**src/rtl/wb_csr_bank_pkg.sv**
```systemverilog
// wb_csr_bank_pkg: shared definitions for the wb_csr_bank register bank.
//   state_t      - bus transaction FSM states
//   RO_OFS, IRQ_STAT_OFS, IRQ_EN_OFS - region offsets from BASE_ADDR
//   DATA_W       - bus data width
//   byte_merge() - replace the byte lanes of old_val selected by sel with wr_val
package wb_csr_bank_pkg;

    localparam int unsigned DATA_W       = 32;
    localparam logic [31:0] RO_OFS       = 32'h0000_0100;
    localparam logic [31:0] IRQ_STAT_OFS = 32'h0000_0200;
    localparam logic [31:0] IRQ_EN_OFS   = 32'h0000_0204;

    typedef enum logic [1:0] {
        IDLE,
        ACCESS,
        MEM_WAIT,
        ACK
    } state_t;

    function automatic logic [DATA_W-1:0] byte_merge(
        input logic [DATA_W-1:0] old_val,
        input logic [DATA_W-1:0] wr_val,
        input logic [3:0]        sel
    );
        logic [DATA_W-1:0] res;
        res = old_val;
        for (int unsigned k = 0; k < 4; k++) begin
            if (sel[k]) res[8*k +: 8] = wr_val[8*k +: 8];
        end
        return res;
    endfunction

endpackage

```
**src/rtl/wb_csr_bank_irq.sv**
```systemverilog
// wb_csr_irq: sticky interrupt status with enable mask and registered request.
//   clk, rst_n  - clock, synchronous active-low reset
//   src         - level interrupt sources, sampled every cycle
//   clr         - per-bit clear strobe (W1C); a simultaneous set wins
//   en_we       - enable register write strobe
//   en_data     - enable write data, en_sel its byte selects
//   status      - sticky status bits
//   enable      - enable mask
//   irq         - |(status & enable), one cycle behind the registers
module wb_csr_irq
    import wb_csr_bank_pkg::*;
#(
    parameter int unsigned N_IRQ = 8
) (
    input  logic              clk,
    input  logic              rst_n,
    input  logic [N_IRQ-1:0]  src,
    input  logic [N_IRQ-1:0]  clr,
    input  logic              en_we,
    input  logic [DATA_W-1:0] en_data,
    input  logic [3:0]        en_sel,
    output logic [N_IRQ-1:0]  status,
    output logic [N_IRQ-1:0]  enable,
    output logic              irq
);

    logic [DATA_W-1:0] en_full;
    logic [DATA_W-1:0] en_next;
    logic              unused_bits;

    always_comb begin
        en_full              = '0;
        en_full[N_IRQ-1:0]   = enable;
        en_next              = byte_merge(en_full, en_data, en_sel);
    end

    assign unused_bits = ^en_next;

    always_ff @(posedge clk) begin
        if (!rst_n) begin
            status <= '0;
            enable <= '0;
            irq    <= 1'b0;
        end else begin
            status <= (status & ~clr) | src;
            if (en_we) enable <= en_next[N_IRQ-1:0];
            irq    <= |(status & enable);
        end
    end

endmodule

```
**src/rtl/wb_csr_bank.sv**
```systemverilog
// wb_csr_bank: Wishbone B4 classic CSR bank with RW/RO registers, W1C
// interrupt status/enable and a read window onto an external memory.
//   wb_clk_i, wb_rst_ni        - clock, synchronous active-low reset
//   wbs_stb_i/cyc_i/we_i/sel_i/dat_i/adr_i - Wishbone slave request
//   wbs_ack_o, wbs_dat_o       - one-cycle acknowledge, registered read data
//   rw_q                       - flattened RW register contents
//   ro_i                       - flattened read-only status inputs
//   irq_src_i, irq_o           - interrupt sources, registered request
//   mem_rd_o, mem_adr_o, mem_dat_i - memory window read port
//   wbs_err_o                  - error pulse, only when WB_ERR_EN is defined
// Macro WB_ERR_EN: unmapped accesses and writes to RO/memory regions pulse
// wbs_err_o instead of wbs_ack_o and leave all state untouched.
module wb_csr_bank
    import wb_csr_bank_pkg::*;
#(
    parameter logic [31:0]        BASE_ADDR = 32'h3000_0000,
    parameter logic [31:0]        MEM_BASE  = 32'h4000_0000,
    parameter int unsigned        N_RW      = 8,
    parameter int unsigned        N_RO      = 16,
    parameter int unsigned        N_IRQ     = 8,
    parameter int unsigned        MEM_AW    = 12,
    parameter int unsigned        MEM_LAT   = 1,
    parameter logic [32*N_RW-1:0] RW_RESET  = '0
) (
    input  logic                wb_clk_i,
    input  logic                wb_rst_ni,
    input  logic                wbs_stb_i,
    input  logic                wbs_cyc_i,
    input  logic                wbs_we_i,
    input  logic [3:0]          wbs_sel_i,
    input  logic [31:0]         wbs_dat_i,
    input  logic [31:0]         wbs_adr_i,
    output logic                wbs_ack_o,
    output logic [31:0]         wbs_dat_o,
    output logic [32*N_RW-1:0]  rw_q,
    input  logic [32*N_RO-1:0]  ro_i,
    input  logic [N_IRQ-1:0]    irq_src_i,
    output logic                irq_o,
    output logic                mem_rd_o,
    output logic [MEM_AW-3:0]   mem_adr_o,
    input  logic [31:0]         mem_dat_i
`ifdef WB_ERR_EN
    ,
    output logic                wbs_err_o
`endif
);

    state_t        state;
    logic [31:2]   adr_q;
    logic [31:0]   dat_q;
    logic [3:0]    sel_q;
    logic          we_q;
    logic [2:0]    lat_cnt;
    logic [31:0]   rw_regs [N_RW];

    logic [31:0]   wofs;
    logic [31:0]   ro_wofs;
    logic          hit_rw, hit_ro, hit_stat, hit_en, hit_mem;
    logic [31:0]   rd_rw, rd_ro, rd_data;
    logic [31:0]   status_full, enable_full, clr_full;
    logic [N_IRQ-1:0] irq_status, irq_enable, irq_clr;
    logic          wr_commit;
    logic          unused_bits;

    // Word offset from BASE_ADDR; addresses below the base wrap to large
    // values and so miss every register range.
    assign wofs     = {2'b00, adr_q} - {2'b00, BASE_ADDR[31:2]};
    assign ro_wofs  = wofs - {2'b00, RO_OFS[31:2]};
    assign hit_rw   = wofs < N_RW;
    assign hit_ro   = (wofs >= {2'b00, RO_OFS[31:2]}) && (ro_wofs < N_RO);
    assign hit_stat = wofs == {2'b00, IRQ_STAT_OFS[31:2]};
    assign hit_en   = wofs == {2'b00, IRQ_EN_OFS[31:2]};
    assign hit_mem  = adr_q[31:MEM_AW] == MEM_BASE[31:MEM_AW];

`ifdef WB_ERR_EN
    logic bad;
    assign bad       = !(hit_rw || hit_ro || hit_stat || hit_en || hit_mem)
                     || (we_q && (hit_ro || hit_mem));
    assign wr_commit = (state == ACCESS) && we_q && !bad;
`else
    assign wr_commit = (state == ACCESS) && we_q;
`endif

    always_comb begin
        rd_rw = '0;
        for (int unsigned i = 0; i < N_RW; i++) begin
            if (wofs == i) rd_rw = rw_regs[i];
        end
        rd_ro = '0;
        for (int unsigned j = 0; j < N_RO; j++) begin
            if (ro_wofs == j) rd_ro = ro_i[32*j +: 32];
        end
        status_full              = '0;
        status_full[N_IRQ-1:0]   = irq_status;
        enable_full              = '0;
        enable_full[N_IRQ-1:0]   = irq_enable;
        if (hit_rw)        rd_data = rd_rw;
        else if (hit_ro)   rd_data = rd_ro;
        else if (hit_stat) rd_data = status_full;
        else if (hit_en)   rd_data = enable_full;
        else               rd_data = '0;
    end

    always_comb begin
        rw_q = '0;
        for (int unsigned i = 0; i < N_RW; i++) begin
            rw_q[32*i +: 32] = rw_regs[i];
        end
    end

    // W1C mask: written ones in the selected lanes.
    assign clr_full = byte_merge('0, dat_q, sel_q);
    assign irq_clr  = (wr_commit && hit_stat) ? clr_full[N_IRQ-1:0] : '0;

    assign unused_bits = ^{wbs_adr_i[1:0], clr_full};

    always_ff @(posedge wb_clk_i) begin
        if (!wb_rst_ni) begin
            for (int unsigned i = 0; i < N_RW; i++) begin
                rw_regs[i] <= RW_RESET[32*i +: 32];
            end
        end else if (wr_commit && hit_rw) begin
            for (int unsigned i = 0; i < N_RW; i++) begin
                if (wofs == i) rw_regs[i] <= byte_merge(rw_regs[i], dat_q, sel_q);
            end
        end
    end

    always_ff @(posedge wb_clk_i) begin
        if (!wb_rst_ni) begin
            state     <= IDLE;
            adr_q     <= '0;
            dat_q     <= '0;
            sel_q     <= '0;
            we_q      <= 1'b0;
            lat_cnt   <= '0;
            wbs_ack_o <= 1'b0;
            wbs_dat_o <= '0;
            mem_rd_o  <= 1'b0;
            mem_adr_o <= '0;
`ifdef WB_ERR_EN
            wbs_err_o <= 1'b0;
`endif
        end else begin
            wbs_ack_o <= 1'b0;
            mem_rd_o  <= 1'b0;
`ifdef WB_ERR_EN
            wbs_err_o <= 1'b0;
`endif
            case (state)
                IDLE: begin
                    if (wbs_stb_i && wbs_cyc_i && !wbs_ack_o) begin
                        adr_q <= wbs_adr_i[31:2];
                        dat_q <= wbs_dat_i;
                        sel_q <= wbs_sel_i;
                        we_q  <= wbs_we_i;
                        state <= ACCESS;
                    end
                end
                ACCESS: begin
                    if (!we_q && hit_mem) begin
                        mem_rd_o  <= 1'b1;
                        mem_adr_o <= adr_q[MEM_AW-1:2];
                        lat_cnt   <= '0;
                        state     <= MEM_WAIT;
                    end else begin
`ifdef WB_ERR_EN
                        if (bad) begin
                            wbs_err_o <= 1'b1;
                        end else
`endif
                        begin
                            wbs_ack_o <= 1'b1;
                            if (!we_q) wbs_dat_o <= rd_data;
                        end
                        state <= ACK;
                    end
                end
                MEM_WAIT: begin
                    if (lat_cnt == 3'(MEM_LAT)) begin
                        wbs_dat_o <= mem_dat_i;
                        wbs_ack_o <= 1'b1;
                        state     <= ACK;
                    end else begin
                        lat_cnt <= lat_cnt + 3'd1;
                    end
                end
                ACK: begin
                    state <= IDLE;
                end
                default: begin
                    state <= IDLE;
                end
            endcase
        end
    end

    wb_csr_irq #(
        .N_IRQ (N_IRQ)
    ) u_irq (
        .clk     (wb_clk_i),
        .rst_n   (wb_rst_ni),
        .src     (irq_src_i),
        .clr     (irq_clr),
        .en_we   (wr_commit && hit_en),
        .en_data (dat_q),
        .en_sel  (sel_q),
        .status  (irq_status),
        .enable  (irq_enable),
        .irq     (irq_o)
    );

endmodule
```
**config.mk**
```make
export PLATFORM = sky130hd
export DESIGN_NAME = wb_csr_bank
export DESIGN_NICKNAME = d
export VERILOG_FILES = /design/src/rtl/wb_csr_bank_pkg.sv /design/src/rtl/wb_csr_bank_irq.sv /design/src/rtl/wb_csr_bank.sv
export SDC_FILE = /design/constraint.sdc
export NUM_CORES = 1
export LEC_CHECK = 0
export CORE_AREA = 2 2 364 366
export CTS_BUF_LIST = sky130_fd_sc_hd__clkbuf_4
export DETAILED_ROUTE_END_ITERATION = 7
export DIE_AREA = 0 0 366 368
export GPL_TIMING_DRIVEN = 0
export PLACE_DENSITY_LB_ADDON = 0.08
export SLEW_MARGIN = 5
export SYNTH_ARGS = -nofsm -noshare
export SYNTH_HDL_FRONTEND = slang
export SYNTH_SLANG_ARGS = --single-unit
```
**constraint.sdc**
```tcl
create_clock -name wb_clk_i -period 5.3 [get_ports wb_clk_i]
set_input_delay 0.795 -clock wb_clk_i [delete_from_list [all_inputs] [get_ports wb_clk_i]]
set_output_delay 0.795 -clock wb_clk_i [all_outputs]
set_load 0.02 [all_outputs]
```
Yosys cells after proc, flatten, opt, wreduce, memory -nomap -nowiden
Memory sizes are Yosys's and may differ from the RTL's.
Cells that the tools add are included.
{"block": "op_classes", "n_bitwise": 12, "eq_ne": 35, "n_mux": 214, "magnitude_cmp": 3, "reduce_logical": 22, "addsub": 3}
{"operator": "2-to-1 mux 32 bit", "n": 37}
{"operator": "2-to-1 mux 8 bit", "n": 132}
{"operator": "equality test 32 x 3 -> 1 bit, second input constant", "n": 8}
{"operator": "equality test 32 x 4 -> 1 bit, second input constant", "n": 8}
{"operator": "equality test 32 x 2 -> 1 bit, second input constant", "n": 4}
{"operator": "equality test 32 x 1 -> 1 bit, second input constant", "n": 2}
{"operator": "equality test 32 x 8 -> 1 bit, second input constant", "n": 2}
{"operator": "zero test 32 bit", "n": 2}
{"operator": "case mux 32 bit (2 select lines)", "n": 1}
{"operator": "2-to-1 mux 1 bit", "n": 37}
{"operator": "greater-or-equal comparator 32 x 7 -> 1 bit, second input constant", "n": 1}
{"operator": "less-than comparator 32 x 4 -> 1 bit, second input constant", "n": 1}
{"operator": "less-than comparator 32 x 5 -> 1 bit, second input constant", "n": 1}
{"operator": "subtractor 31 x 8 -> 32 bit, second input constant", "n": 1}
{"operator": "subtractor 30 x 28 -> 31 bit, second input constant", "n": 1}
{"operator": "equality test 20 x 19 -> 1 bit, second input constant", "n": 1}
{"operator": "bitwise AND 8 bit", "n": 2}
{"operator": "!= test 2 bit, second input constant", "n": 5}
{"operator": "AND reduction 2 bit", "n": 5}
{"operator": "logical AND 1 bit", "n": 8}
{"operator": "inverter 8 bit", "n": 1}
{"operator": "OR 1 bit", "n": 8}
{"operator": "OR 8 bit", "n": 1}
{"operator": "case mux 2 bit (4 select lines)", "n": 1}
{"operator": "other kinds (15)", "n": 19}
{"block": "word_totals", "mem_bits_rw": 256, "inputBits": 625, "ff_bits": 133, "out_inout_bits": 301, "memories": 1}
{"memory": "rw_regs", "words": 8, "word_bits": 32, "rd": 8, "rd_clocked_by_memory_dff": 0, "wr": 8, "line": "wb_csr_bank.sv:54", "source": "logic [31:0] rw_regs [N_RW];"}

Logic depth before layout (Yosys ltp)
Gate-level depths: netlist (run 1).
{"block": "logic_depth", "ltp_word": 24, "ltp_mapped": 13, "depth_no_buf": 10}

By module
Synthesis (run 1) repeated with hierarchy kept, for this count alone.
{"block": "hier_totals", "cells_unflattened": 2332, "area_unflattened_um2": 21957.3}
{"module": "wb_csr_bank", "cells_each": 2264, "instances": 1, "seq_area_each_um2": 10009.6, "area_per_inst_um2": 21252.9}
{"module": "wb_csr_irq", "cells_each": 68, "instances": 1, "seq_area_each_um2": 340.3, "area_per_inst_um2": 704.4}

Worst setup path before layout (run 1)
OpenSTA, ideal clock, no wires.
{"block": "synth_path", "kind": "register to register", "start": "register adr_q[28] (netlist name)", "end": "memory rw_regs[7][16] (netlist: rw_regs[1][112]) (enable)", "arrival_ns": 3.162, "slack_ns": 1.754, "t_required_ns": 4.916, "path_stages_with_launch": 9, "setup_ns": 0.384, "path_buffers": 2, "synth_period_minus_slack_ns": 3.546, "path_cell_list": "dfxtp_1 > ha_1 > nor3b_1 > nand4_1 > a2111oi_2 > buf_6 > buf_6 > nand2_1 > o21ai_0"}
{"item": "start, declared", "line": "wb_csr_bank.sv:49", "source": "logic [31:2] adr_q;"}
{"item": "start signal, assigned", "line": "wb_csr_bank.sv:153", "source": "adr_q <= wbs_adr_i[31:2];"}
{"item": "end, declared", "line": "wb_csr_bank.sv:54"}

Worst setup path in the final report (run 1)
{"block": "layout_path", "start": "register adr_q[4] (netlist name)", "end": "register wbs_dat_o[5]"}
{"block": "layout_via", "elab_chain_cells": 24}
{"item": "subtractor 30 x 28 -> 31 bit *", "line": "wb_csr_bank.sv:67", "source": "assign wofs = {2'b00, adr_q} - {2'b00, BASE_ADDR[31:2]};"}
{"item": "subtractor 31 x 8 -> 32 bit", "line": "wb_csr_bank.sv:68", "source": "assign ro_wofs = wofs - {2'b00, RO_OFS[31:2]};"}
{"item": "zero test 32 bit", "line": "wb_csr_bank.sv:91", "source": "if (ro_wofs == j) rd_ro = ro_i[32*j +: 32];"}
{"item": "2-to-1 mux 32 bit (16 in a row)", "line": "wb_csr_bank.sv:91"}
{"item": "2-to-1 mux 32 bit", "line": "wb_csr_bank.sv:98", "source": "else if (hit_ro) rd_data = rd_ro;"}
{"item": "2-to-1 mux 32 bit *", "line": "wb_csr_bank.sv:97", "source": "if (hit_rw) rd_data = rd_rw;"}
{"item": "2-to-1 mux 32 bit *", "line": "wb_csr_bank.sv:174", "source": "if (!we_q) wbs_dat_o <= rd_data;"}
{"item": "2-to-1 mux 32 bit *", "line": "wb_csr_bank.sv:161", "source": "if (!we_q && hit_mem) begin"}
{"item": "case mux 32 bit (2 select lines) *", "line": "wb_csr_bank.sv:150", "source": "case (state)"}
{"item": "end signal, assigned", "line": "wb_csr_bank.sv:174"}
{"item": "end signal, assigned", "line": "wb_csr_bank.sv:181", "source": "wbs_dat_o <= mem_dat_i;"}
{"item": "end, declared", "line": "wb_csr_bank.sv:34", "source": "output logic [31:0] wbs_dat_o,"}
Every way passes the cells marked *; elsewhere a longest branch is shown, timed or not. The select of a mux whose other input is x is not followed.
A chain may end at the register's enable or synchronous reset.

==> flow_summary.json, run 1 <==
{
  "final_common_cell": "clkdlybuf4s50_1",
  "period_share_pct": 96.3,
  "rsz0062_at_grt": "no",
  "path_cells": "clkbuf_1 -> nor2b_1 -> clkbuf_1 -> clkbuf_2 -> nand2_1 -> clkbuf_1 -> clkbuf_2 -> o221ai_1 -> a2111oi_1 -> o221ai_1 -> a31oi_1",
  "routabilityCongestion": 0.925,
  "cpMaxStageDelayCell": "a2111oi_1",
  "syn_area_um2": 21100,
  "vias_per_cell": 4.76,
  "wl_per_cell_um": 37.3,
  "dr.pass1.iters": 5,
  "hold_buffers": 0,
  "route.met2.wl_um": 97500,
  "dp_hpwl_um": 159000,
  "setup_viol": 0,
  "slew_headroom_pct": 1.62,
  "area_growth_pct": 62.6,
  "synth-main-ff-cell": "edfxtp_1",
  "startpoint_type": "flip-flop",
  "grt_pass1_wl_um": 243000,
  "dieArea_um2": 135000,
  "crit_required_ns": 6.17,
  "ys_seq_area_share_pct": 49.1,
  "layout_common_cells": "clkdlybuf4s50_1, nand2_1, edfxtp_1, and2_1, clkbuf_4",
  "max_cap_violations": 1,
  "ant_nets": 0,
  "cp.buffers_inverters": 5,
  "wl_um": 190000,
  "layout-drive-gt1-share_pct": 8.21,
  "worst_slew_pin_slew_ns": 1.46,
  "grt_pass1_vias": 24800,
  "grt_max_degree": 17,
  "r2r-start": "adr_q[4]$_SDFFE_PN0P_",
  "finalHoldViolations": 0,
  "whs_endpoint": "dat_q[23]$_SDFFE_PN0P_",
  "fin_worst_skew_ns": 0.106,
  "die-height_um": 368,
  "grt_usage_pct": 27.1,
  "postSynthAreaPerCell_um2": 9.73,
  "worstHoldPathCells": 3,
  "tns_ns": 0,
  "cp-end-kind": "flip-flop",
  "clock_sinks": 389,
  "rr_worst_depth": 11,
  "timing.fmax_ghz": 0.196,
  "status": "finished with violations",
  "crit_fanout": 10,
  "dr_wl_met3_um": 11400,
  "hp-start": "wbs_dat_i[23]",
  "synthTopCellsByArea": "edfxtp_1, dfxtp_1, and2_1",
  "worst_path_largest_cell_delay_ns": 1.00,
  "clk_pin_slew_ns": 0.06,
  "first_iter_violations": 2187,
  "cts_made_buffers": 111,
  "cts-htree-levels": 3,
  "whs_ns": 0.397,
  "clockBufferDepth": 3,
  "path_common_cell": "clkbuf_1",
  "synth_edf_count": 256,
  "async_reset_ff_share_pct": 0,
  "reg2reg_slack_ns": 0.20,
  "antenna_found_initial": 57,
  "cp_top_family": "buffers and inverters",
  "core-area_um2": 131000,
  "rows": 133,
  "vias": 24300,
  "placed_cells": 4859,
  "synth_top_area_share_pct": 36.5,
  "die_x_um": 366,
  "finalCriticalPeriod_ns": 5.10,
  "grt_overflow": 0,
  "nets": 3855,
  "dr.max_layer_used": "met5",
  "ys_ff_latch": 389,
  "io_buffers": 922,
  "worstPathArrival_ns": 5.97,
  "crit_type": "reg2reg",
  "slew_violations": 0,
  "yosysTopAreaCell": "edfxtp_1",
  "drc_errors": 0,
  "wl_met1_um": 74600,
  "final_cell_count_no_fill": 5095,
  "synth_warnings": 0,
  "yosysUniqueCellTypes": 82,
  "netlist_instances": 2167,
  "timing.rr.end": "wbs_dat_o[5]$_SDFFE_PN0P_",
  "root_buffer": "clkbuf_4",
  "powerDensity_nw_per_um2": 285,
  "io_pins": 926,
  "hold_path.class": "in2reg",
  "cts_tree": "yes",
  "vdd.ir_drop.worst_mv": 0.142,
  "violations": "capacitance limit",
  "leakage_nw": 11.6,
  "clock_latency_ns": 0.97,
  "start_util_pct": 16.1,
  "synth_nets": 2801
}
## final cells by class
cell class	instances	area, µm²
Antenna cell	28	70.1
Buffer	184	758
Clock buffer	163	1220
Clock inverter	41	228
Fill cell	14200	96500
Inverter	11	41.3
Multi-Input combinational cell	1583	10000
Sequential cell	389	10300
Tap cell	1755	2200
Timing Repair Buffer	941	9390
## state kept, by name, indices dropped and copies added (netlist names), 3 cells and up
| signal | flops |
|---|---|
| sel_q | 4 |
| u_irq.status | 8 |
| rw_regs | 256 |
| adr_q | 30 |
| mem_adr_o | 10 |
| lat_cnt | 3 |
| wbs_dat_o | 32 |
| dat_q | 32 |
| u_irq.enable | 8 |
## report_power, final
part           internal [W]  switching, W  total [W]
registers           0.00343      0.000257    0.00369
logic               0.00114       0.00200    0.00314
clock network       0.00151       0.00145    0.00295
## stage by stage
stage / util (%) / area [µm²] / setup WS [ns] / total power (W)
floorplan: - / 21100 / 1.75 / 0.00494
global placement: 24.9 / 32500 / -1.89 / 0.00683
detailed placement: 25.0 / 32700 / -0.502 / 0.00686
CTS: 26.2 / 34200 / 0.207 / 0.00987
global route: 26.2 / 34300 / 0.0427 / 0.0102
finish: 26.2 / 34300 / 0.197 / 0.00977
## how the worst max path moves through the flow
| stage | startpoint | endpoint | slack (ns) | cells after the start |
|---|---|---|---|---|
| 4_1_cts | adr_q[4]$_SDFFE_PN0P_ | wbs_dat_o[3]$_SDFFE_PN0P_ | 0.21 | 11 |
| 3_5_place_dp | adr_q[4]$_SDFFE_PN0P_ | wbs_dat_o[5]$_SDFFE_PN0P_ | -0.50 | 11 |
| 3_3_place_gp | adr_q[28]$_SDFFE_PN0P_ | rw_regs[1][118]$_SDFFCE_PN0P_ | -1.89 | 8 |
| 5_1_grt | adr_q[4]$_SDFFE_PN0P_ | wbs_dat_o[3]$_SDFFE_PN0P_ | 0.04 | 11 |
| 6_report | adr_q[4]$_SDFFE_PN0P_ | wbs_dat_o[5]$_SDFFE_PN0P_ | 0.20 | 11 |
| 2_1_floorplan | adr_q[28]$_SDFFE_PN0P_ | rw_regs[1][112]$_SDFFCE_PN0P_ | 1.75 | 8 |
## repair_timing
| item | CTS | global route |
|---|---|---|
| setup buffers | 4 | 0 |
| endpoints found under the hold margin | 0 | 0 |
| setup endpoints to repair | 87 | 0 |
| gates resized for setup | 9 | 0 |
## metal layers
metal / track usage [%] / vias up
li1: - / 10500
met3: 5.27 / 250
met5: 0 / -
met1: 31.6 / 12300
met4: 9.54 / 16
met2: 49.1 / 1219
## kinds of logic after synthesis
group                    after synthesis  synth area share (%)
flip-flops                           389                  49.1
buffers and inverters                195                  3.77
XOR/XNOR                               3                 0.125
multiplexers                          43                  2.39
AO/OA/AOI/OAI                        721                  24.9
AND/OR/NAND/NOR                      807                  19.2
adder cells (fa/ha/maj)                9                 0.534
## synthesized netlist by cell type, drive strengths merged, types with 25 or more instances
master,count
and2,230
nor2,100
buf,33
clkbuf,151
o21ai,54
o22ai,51
a221o,25
a31oi,37
nand2,325
nand3,41
a22oi,122
edfxtp,256
a22o,71
dfxtp,133
a21oi,150
mux2i,30
a221oi,51
## worst reg2reg max path, delay by kind of cell (launching register included)
| kind | cells | cell delay [ns] |
|---|---|---|
| buf+inv | 5 | 2.14 |
| compound gates | 4 | 1.84 |
| simple gates | 2 | 0.77 |
| flops | 1 | 0.30 |
(Power assumes the default switching activity.)
==> run 2: changes to the inputs <==
--- a/config.mk
+++ b/config.mk
@@ -5,10 +5,10 @@
 export SDC_FILE = /design/constraint.sdc
 export NUM_CORES = 1
 export LEC_CHECK = 0
-export CORE_AREA = 2 2 364 366
-export CTS_BUF_LIST = sky130_fd_sc_hd__clkbuf_4
+export CORE_AREA = 2 2 357 359
+export CTS_BUF_LIST = sky130_fd_sc_hd__clkbuf_8 sky130_fd_sc_hd__clkbuf_16
 export DETAILED_ROUTE_END_ITERATION = 7
-export DIE_AREA = 0 0 366 368
+export DIE_AREA = 0 0 359 361
 export GPL_TIMING_DRIVEN = 0
 export PLACE_DENSITY_LB_ADDON = 0.08
 export SLEW_MARGIN = 5
==> flow_summary.json, run 2 (synthesized netlist as in run 1, its figures left out) <==
{
  "layout_common_cells": "clkdlybuf4s50_1, nand2_1, edfxtp_1, and2_1, a21oi_1",
  "wl_per_cell_um": 38.7,
  "placed_cells": 4755,
  "leakage_nw": 11.6,
  "powerDensity_nw_per_um2": 297,
  "top_register": "rw_regs",
  "startpoint_type": "flip-flop",
  "fin_worst_skew_ns": 0.0323,
  "dr.pass1.iters": 5,
  "io_pins": 926,
  "cp.buffers_inverters": 2,
  "root_buffer": "clkbuf_16",
  "path_common_cell": "clkbuf_1",
  "crit_fanout": 10,
  "start_util_pct": 16.8,
  "place_area_um2": 32600,
  "fin_util_pct": 27.4,
  "clock_latency_ns": 0.63,
  "finalHoldViolations": 0,
  "grt_usage_pct": 27.9,
  "die-height_um": 361,
  "hold_buffers": 0,
  "layout-drive-gt1-share_pct": 5.38,
  "cp-end-kind": "flip-flop",
  "cts-htree-levels": 2,
  "clk_pin_slew_ns": 0.06,
  "design_area_um2": 34300,
  "drc_errors": 0,
  "period_share_pct": 100,
  "ant_nets": 0,
  "first_iter_violations": 2495,
  "slew_headroom_pct": 6.91,
  "violations": "setup timing",
  "worst_slack_ns": -0.00473,
  "cpMaxStageDelayCell": "a2111oi_4",
  "nets": 3791,
  "final_cell_count_no_fill": 4874,
  "antenna_found_initial": 54,
  "final_common_cell": "clkdlybuf4s50_1",
  "grt_overflow": 0,
  "timing.fmax_ghz": 0.189,
  "cp_top_family": "compound AO/OA/AOI/OAI gates",
  "die_x_um": 359,
  "dieArea_um2": 130000,
  "whs_ns": 0.479,
  "worst_slew_pin_slew_ns": 1.39,
  "core-area_um2": 125000,
  "cts_made_buffers": 47,
  "wl_um": 189000,
  "clockBufferDepth": 3,
  "finalCriticalPeriod_ns": 5.30,
  "grt_max_degree": 14,
  "dp_hpwl_um": 158000,
  "setup_viol": 1,
  "reg_top3": "rw_regs: 256 flops, dat_q: 32 flops, wbs_dat_o: 32 flops",
  "vias_per_cell": 4.97,
  "crit_required_ns": 5.85,
  "hold_path.class": "reg2reg",
  "clock_sinks": 389,
  "path_cells": "clkbuf_1 -> nor2_1 -> nand2_1 -> a2111oi_4 -> clkbuf_1 -> a22oi_1 -> a31oi_1 -> a21o_1 -> a221o_1",
  "io_buffers": 922,
  "status": "finished with violations",
  "grt_pass1_wl_um": 242000,
  "crit_type": "reg2reg",
  "worst_path_largest_cell_delay_ns": 1.00,
  "routabilityCongestion": 0.938,
  "rows": 130,
  "worstPathArrival_ns": 5.85,
  "slew_violations": 0,
  "max_cap_violations": 0,
  "rsz0062_at_grt": "no",
  "vias": 24200,
  "cts_tree": "yes",
  "area_growth_pct": 62.7,
  "largest_reg_flops": 256,
  "grt_pass1_vias": 24500,
  "vdd.ir_drop.worst_mv": 0.186
}
[run 2: changes by cell type in the layout (fill, tap and decap cells not counted), moves of 12 or more]
| cell | delta |
|---|---|
| clkbuf_16 | +48 |
| clkbuf_4 | -163 |
| clkbuf_8 | +12 |
| clkinv_1 | -29 |
| inv_1 | +12 |
[run 2: metrics by stage]
step / setup TNS, ns / worst slack, ns / total power [W]
floorplan: 0 / 1.75 / 0.00494
global placement: -87.12 / -1.66 / 0.00680
detailed placement: -16.14 / -0.537 / 0.00684
CTS: 0 / 0.0336 / 0.0102
global route: 0 / 0.0172 / 0.0105
finish: -0.00473 / -0.00473 / 0.0102
[run 2: final timing paths]
check / cells past startpoint / end / startpoint / slack [ns]
min reg2reg: 2 / u_irq.enable[7]$_SDFFE_PN0P_ / u_irq.enable[7]$_SDFFE_PN0P_ / 0.48
max reg2reg: 9 / wbs_dat_o[30]$_SDFFE_PN0P_ / adr_q[3]$_SDFFE_PN0P_ / -0.005
max: 9 / wbs_dat_o[30]$_SDFFE_PN0P_ / adr_q[3]$_SDFFE_PN0P_ / -0.005
min: 2 / u_irq.enable[7]$_SDFFE_PN0P_ / u_irq.enable[7]$_SDFFE_PN0P_ / 0.48
[run 2: tightest hold or removal path, cell delays in order, from the launching register on]
cell and delay (ns):
dfxtp_1 0.32, nand2_1 0.06, a21oi_1 0.05
[run 2: final cells by class]
| cell class | count | area, µm² |
|---|---|---|
| Inverter | 11 | 41.3 |
| Buffer | 184 | 763 |
| Sequential cell | 389 | 10300 |
| Timing Repair Buffer | 941 | 9400 |
| Antenna cell | 28 | 70.1 |
| Fill cell | 13400 | 91100 |
| Clock buffer | 60 | 1370 |
| Clock inverter | 28 | 221 |
| Multi-Input combinational cell | 1583 | 10000 |
| Tap cell | 1650 | 2060 |
[run 2: per-layer routing]
metal / vias up / part of all wire, % / global-route usage (%)
met5: - / 0.050 / 0
met4: 12 / 4.0 / 11.1
met3: 215 / 6.0 / 5.20
met2: 1328 / 51 / 50.4
met1: 12300 / 39 / 32.3
li1: 10300 / - / -
[run 2: report_power, final]
part	total [W]	leakage (nW)	switching, W	internal, W
sequential	0.00368	3.72	0.000253	0.00343
clock	0.00337	0.831	0.00145	0.00193
combinational	0.00313	7.01	0.00198	0.00114
total	0.0102	11.6	0.00368	0.00650
[run 2: timing repair]
action                     CTS  global route
pin swaps                    1             0
setup buffers                3             0
gates resized for setup      8             6
setup endpoints to repair   91            17
